## src/rtl/gold_nic_pkg.sv

```systemverilog
// gold_nic_pkg -- shared constants and types for the NIC.
//   PKT_W          : packet / processor data width
//   NIC_* address  : processor register map (2-bit addr)
//   buf_state_e    : per-buffer occupancy state
package gold_nic_pkg;

  localparam int PKT_W = 64;

  localparam logic [1:0] NIC_IN_BUF   = 2'b00;
  localparam logic [1:0] NIC_IN_STAT  = 2'b01;
  localparam logic [1:0] NIC_OUT_BUF  = 2'b10;
  localparam logic [1:0] NIC_OUT_STAT = 2'b11;

  typedef enum logic {
    BUF_EMPTY = 1'b0,
    BUF_FULL  = 1'b1
  } buf_state_e;

endpackage

```

## src/rtl/nic_buf.sv

```systemverilog
// nic_buf -- one packet slot: data register plus full flag.
// Ports:
//   clk     : system clock
//   rst_ni  : synchronous active-low reset (clears flag and data)
//   set_i   : load data_i; only honoured while empty
//   clr_i   : release the slot; only honoured while full
//   data_i  : packet to load
//   data_o  : held packet (retained after release, until overwritten)
//   full_o  : slot occupied
module nic_buf
  import gold_nic_pkg::*;
(
  input  logic             clk,
  input  logic             rst_ni,
  input  logic             set_i,
  input  logic             clr_i,
  input  logic [0:PKT_W-1] data_i,
  output logic [0:PKT_W-1] data_o,
  output logic             full_o
);

  buf_state_e       state_q, state_d;
  logic [0:PKT_W-1] data_q, data_d;

  always_ff @(posedge clk) begin
    if (!rst_ni) begin
      state_q <= BUF_EMPTY;
      data_q  <= '0;
    end else begin
      state_q <= state_d;
      data_q  <= data_d;
    end
  end

  // A set while full is dropped, a clear while empty is a no-op; both
  // decisions use the pre-edge state only.
  always_comb begin
    state_d = state_q;
    data_d  = data_q;
    case (state_q)
      BUF_EMPTY: begin
        if (set_i) begin
          state_d = BUF_FULL;
          data_d  = data_i;
        end
      end
      BUF_FULL: begin
        if (clr_i) state_d = BUF_EMPTY;
      end
      default: state_d = BUF_EMPTY;
    endcase
  end

  assign data_o = data_q;
  assign full_o = (state_q == BUF_FULL);

endmodule

```

## src/rtl/gold_nic.sv

```systemverilog
// gold_nic -- processor-to-router network interface with one egress and
// one ingress packet buffer.
// Ports:
//   clk, reset          : clock; synchronous active-low reset
//   addr, d_in, d_out   : processor register select / write data / read data
//   nicEn, nicWrEn      : access enable, write enable
//   net_so, net_ro,
//   net_do, net_polarity: egress valid / router ready / packet / VC phase
//   net_si, net_ri,
//   net_di              : ingress valid / NIC ready / packet
module gold_nic
  import gold_nic_pkg::*;
(
  input  logic         clk,
  input  logic         reset,
  input  logic [0:1]   addr,
  input  logic [0:63]  d_in,
  output logic [0:63]  d_out,
  input  logic         nicEn,
  input  logic         nicWrEn,
  output logic         net_so,
  input  logic         net_ro,
  output logic [0:63]  net_do,
  input  logic         net_polarity,
  input  logic         net_si,
  output logic         net_ri,
  input  logic [0:63]  net_di
);

  logic             rd_en, wr_en;
  logic             out_full, in_full;
  logic [0:PKT_W-1] out_buf, in_buf;
  logic             out_load, in_read, in_cap;

  assign rd_en = nicEn & ~nicWrEn;
  assign wr_en = nicEn &  nicWrEn;

  assign out_load = wr_en & (addr == NIC_OUT_BUF);
  assign in_read  = rd_en & (addr == NIC_IN_BUF);

  // The packet's first bit names the VC phase it must travel in.
  // Gated by reset so nothing leaves during a reset cycle.
  assign net_so = reset & out_full & net_ro & (out_buf[0] == net_polarity);
  assign net_do = out_buf;

  assign net_ri = ~in_full;
  assign in_cap = net_si & net_ri;

  nic_buf u_egress (
    .clk    (clk),
    .rst_ni (reset),
    .set_i  (out_load),
    .clr_i  (net_so),
    .data_i (d_in),
    .data_o (out_buf),
    .full_o (out_full)
  );

  nic_buf u_ingress (
    .clk    (clk),
    .rst_ni (reset),
    .set_i  (in_cap),
    .clr_i  (in_read),
    .data_i (net_di),
    .data_o (in_buf),
    .full_o (in_full)
  );

  // Status flags sit in bit 63, the least significant bit of [0:63].
  always_comb begin
    d_out = '0;
    if (rd_en) begin
      case (addr)
        NIC_IN_BUF:   d_out = in_buf;
        NIC_IN_STAT:  d_out = {{(PKT_W-1){1'b0}}, in_full};
        NIC_OUT_STAT: d_out = {{(PKT_W-1){1'b0}}, out_full};
        default:      d_out = '0;
      endcase
    end
  end

endmodule

```

## config.mk

```make
export PLATFORM = sky130hd
export DESIGN_NAME = gold_nic
export DESIGN_NICKNAME = d
export VERILOG_FILES = /design/src/rtl/gold_nic_pkg.sv /design/src/rtl/nic_buf.sv /design/src/rtl/gold_nic.sv
export SDC_FILE = /design/constraint.sdc
export NUM_CORES = 1
export LEC_CHECK = 0
export BUFFER_PORTS_ARGS = -buffer_cell sky130_fd_sc_hd__buf_2
export CORE_MARGIN = 10
export CORE_UTILIZATION = 47
export DETAILED_ROUTE_END_ITERATION = 6
export HOLD_SLACK_MARGIN = 0.1
export PLACE_DENSITY_LB_ADDON = 0.25
export SLEW_MARGIN = 40
export SYNTH_ARGS = -nofsm -noshare
export SYNTH_HDL_FRONTEND = slang
export SYNTH_HIERARCHICAL = 1
export SYNTH_SLANG_ARGS = --single-unit
```

## constraint.sdc

```tcl
create_clock -name clk -period 1.53 [get_ports clk]
set_clock_uncertainty 0.15 [all_clocks]
set_input_delay 0.0765 -clock clk [delete_from_list [all_inputs] [get_ports clk]]
set_output_delay 0.0765 -clock clk [all_outputs]
set_load 0.05 [all_outputs]
```

==> results of run 1 <==
synth_stat cells:
master	n	area (um2)
dfxtp_1	130	2600
clkbuf_1	2	7.51
nor4b_4	1	23.8
nor2_1	1	3.75
nor2b_4	2	27.5
a21boi_0	1	7.51
nand2_1	259	972
nor2b_1	1	6.26
clkbuf_2	5	25.0
buf_4	3	22.5
buf_2	24	120
and2_1	63	394
xor2_1	1	8.76
buf_12	14	280
inv_1	3	11.3
nor3_1	1	5.00
nand3_1	1	5.00
o211a_1	2	20.0
a2111oi_0	1	8.76
mux2i_1	129	1290
stage by stage:
stage / setup slack, ns / instances / TNS [ns]
after floorplan: -0.0277 / 644 / -0.0277
after global placement: -0.0457 / 1049 / -1.35
after detailed placement: -0.0579 / 1049 / -2.04
kinds of logic after synthesis:
| group | synth area share (%) |
|---|---|
| xor+xnor | 0.150 |
| buf+inv | 7.99 |
| flops | 44.5 |
| simple gates | 24.6 |
| compound gates | 0.621 |
| mux | 22.1 |
==> metrics, run 1 <==
number of CTS-inserted buffers=17; stopping stage=clock tree synthesis; placed cell areas=about 0.0072 mm2; chip height=132 um; synth warn=6; row count=40; status=aborted with a tool error; gpl congestion=0.774; Longest Clk Path Bufs=2; dpl hpwl=between 10000 and 15000 um; syn avg cell area=9.07 um2; first error=[ERROR RSZ-0060] Max buffer count reached.; root buffer cell=clkbuf_16; Num Clock Sinks=130; H-tree depth=4; post-CTS resize count=14; # IOs=267; Mapped Area=0.00584 mm2; hold_buf cts=217; cells after synthesis=644; post-CTS setup buffers=1; Synth Register Bits=between 100 and 150; Initial Util=48.2%; Yosys cell types=20; die width=132 um; Seq/Total Area, Yosys=44.5%; Port Buf Inserts=266; Syn Nets=781
==> run 2: changes to the inputs <==
CORE_UTILIZATION = 35   (was 47)
HOLD_SLACK_MARGIN = not set   (was 0.1)
PLACE_DENSITY_LB_ADDON = 0.15   (was 0.25)
==> metrics, run 2 <==
Layout Nets=roughly 1200; Psw=2.28 mW; Crit Path Class=register to primary output; gpl congestion=0.742 (-4.1%); Num Clock Sinks=130 (unchanged); # IOs=267 (unchanged); xor/xnor share of the synthesized area=0.150% (unchanged); wire per inst=14.6 um; DR iter-0 viols=about 210; grt ovf=0; pin count of the biggest net entering global routing=86; Final Cell Area=0.00948 mm2; Sw Share=between 20 and 25%; Peak VDD IR=0.682 mV; clock share of power=45.3%; Reg2Reg Setup Slack=-0.03 ns; Async SR Flop Fraction=0% (unchanged); commonest non-fill, non-tap cell in the layout=buf_2; period utilization=105%; Syn Nets=781 (unchanged); area share of and/or/nand/nor cells after synthesis=24.6% (unchanged); max-cap violations=0; area leader, netlist=dfxtp_1; Slew headroom=roughly 77%; number of synthesized flops with an enable pin=0 (unchanged); Reg power frac=39.4%; status=finished with violations; CP max stage cell=dfxtp_4; Crit. End Element=primary output; final WL=18600 um; routed via count=5519; chip height=149 um (+13%); dominant cells by area after synthesis=dfxtp_1 45%, mux2i_1 22%, nand2_1 17%; number of CTS-inserted buffers=17 (unchanged); Worst R2R End=u_ingress/data_o[1]$_SDFFE_PN0P_; synth warn=6 (unchanged); complex-gate fraction of the synthesized area=0.621% (unchanged); top cell type's share of synthesized area=44.5% (unchanged); initial antenna violation count=0; main combinational cell family by area after synthesis=simple AND/OR/NAND/NOR gates; row count=47 (+18%); hold_sp=net_polarity; Longest Clk Path Bufs=2 (unchanged); DP Cell Count=1105 (+5.3%); cells after synthesis=644 (unchanged); share of layout cells above drive strength 1=32.3%; Routed Antenna Nets=0; Yosys cell types=20 (unchanged); DRC viols=0; dpl hpwl=12500 um (+5.0%); setup ws final=-0.0822 ns; Worst Setup Start Kind=register; Initial Util=35.5% (-13 points); all-layer global routing usage=16.0%; combinational power share=15.3%; largest fanout on the critical path=2; post-synthesis adder-cell area fraction=0% (unchanged); worst-path cell chain=mux2i_4, a2111oi_4, buf_6; Final Core Density=57.6%; worst r2r path cells=6; Final Max Slew Viols=0; H-tree depth=4 (unchanged); Port Buf Inserts=266 (unchanged); Reg clk slew, reported paths=0.05 ns; placed cell areas=0.00733 mm2 (+1.8%); most frequent cells in the layout=261 x buf_2, 259 x nand2_1, 132 x dlygate4sd3_1; most frequent cell after synthesis=nand2_1; Max Clk Rate=620 MHz; top flip-flop cell by instance count after synthesis=dfxtp_1; Finish-stage setup viols=16; CP arrival=1.39 ns; antenna diode count=0; first-pass GRT wire length=29100 um; WHS Endpoint=u_egress/full_o$_SDFF_PN0_; DR pass1 iterations=6; overall power=between 9 and 10 mW; PD cells=approximately 970 mW/mm2; die width=149 um (+13%); Final Non-Filler Cells=around 1300; cell internal pwr=6.92 mW; pre-CTS setup slack=-0.0890 ns (-0.0311 ns); syn avg cell area=9.07 um2 (unchanged); worst skew pair latency=roughly 0.4 ns; Core Area=0.0165 mm2; Leak=4.45 nW; synthesis-to-layout area growth=62.2%; vias in the first global route=approximately 5700; die area=0.0223 mm2; Seq/Total Area, Yosys=44.5% (unchanged); RSZ-0062 raised after global routing=yes; fin crit period=1.61 ns; final number of hold-violating endpoints=0; actual slew at the worst max-slew pin=around 0.34 ns; R2R Path Start=u_ingress/full_o$_SDFF_PN0_; Critical Path Max Stage Delay=between 0.3 and 0.4 ns; Hold Path Class=input pin to register; Mapped Area=0.00584 mm2 (unchanged); Synth Register Bits=130 (unchanged); mean number of vias per cell=approximately 4.3; WP data required=1.30 ns; Hold Path Cell Cnt=5; failing checks=negative setup slack; mux contribution to synthesized area=22.1% (unchanged); root buffer cell=clkbuf_16; most frequent cells after synthesis=259 x nand2_1, 130 x dfxtp_1, 129 x mux2i_1, 63 x and2_1, 24 x buf_2; CTS tree=built
==> run 2: cell counts after synthesis <==
No cell type changed its count.
==> run 2: worst max-delay path by stage <==
stage | start | endpoint | slack (ns) | depth (start not counted)
floorplan | u_ingress/full_o$_SDFF_PN0_ | d_out[63] | -0.03 | 2
global placement | nicWrEn | u_egress/data_o[59]$_SDFFE_PN0P_ | -0.08 | 7
detailed placement | nicWrEn | u_egress/data_o[58]$_SDFFE_PN0P_ | -0.09 | 7
CTS | u_ingress/full_o$_SDFF_PN0_ | d_out[63] | -0.13 | 3
global route | u_ingress/full_o$_SDFF_PN0_ | d_out[63] | -0.13 | 3
finish | u_ingress/full_o$_SDFF_PN0_ | d_out[63] | -0.08 | 3
==> run 2: layout make-up <==
| type | count | area [um2] |
|---|---|---|
| Fill cell | 1472 | 6990 |
| Timing Repair Buffer | 428 | 3130 |
| Multi-Input combinational cell | 463 | 2840 |
| Sequential cell | 130 | 2610 |
| Clock buffer | 19 | 453 |
| Tap cell | 220 | 275 |
| Clock inverter | 12 | 156 |
| Inverter | 3 | 11.3 |
==> run 2: per-stage QoR <==
stage          setup TNS (ns)  hold WS [ns]
3_3_place_gp            -2.68         0.177
2_1_floorplan         -0.0277        0.0586
5_1_grt                 -3.21        0.0766
4_1_cts                -0.126        0.0536
6_report               -0.216        0.0418
3_5_place_dp            -3.24         0.182
==> run 2: cell families (layout without fill, tap and decap cells) <==
logic type	after synthesis	in the layout
flops	130	130
xor+xnor	1	1
mux	129	129
simple gates	329	329
buf+inv	51	462
compound gates	4	4
==> run 2: what timing repair did <==
action / 4_1_cts / 5_1_grt
pin swaps: 2 / 2
gates resized for setup: 14 / 13
buffers inserted: 1 / 2
setup endpoints to repair: 2 / 49
hold buffers: 132 / 0
endpoints found under the hold margin: 130 / 0
cloned: 0 / 4
==> run 2: power groups by stage <==
stage | Clock, mW | Sequential [mW] | Combinational [mW]
3_3_place_gp | 0 | 3.70 | 1.04
4_1_cts | 4.28 | 3.62 | 1.33
3_5_place_dp | 0 | 3.70 | 1.05
2_1_floorplan | 0 | 3.80 | 0.608
6_report | 4.16 | 3.63 | 1.41
5_1_grt | 4.43 | 3.64 | 1.52
==> run 2: routing by layer <==
metal | track usage [%] | vias up | wire length, um
li1 | - | 2852 | -
met1 | 18.4 | 2467 | 7900
met2 | 26.0 | 184 | 8800
met3 | 7.01 | 16 | 1680
met4 | 5.40 | 0 | 247
met5 | 0 | - | 0
==> run 2: worst max-delay path: cells and delay by family, from the launching register on <==
family	cells	cell delay (ns)
buffers and inverters	1	0.21
DFF	1	0.36
muxes	1	0.07
AOI/OAI and AO/OA	1	0.34
Note: power is estimated with default switching activity, not from simulation.
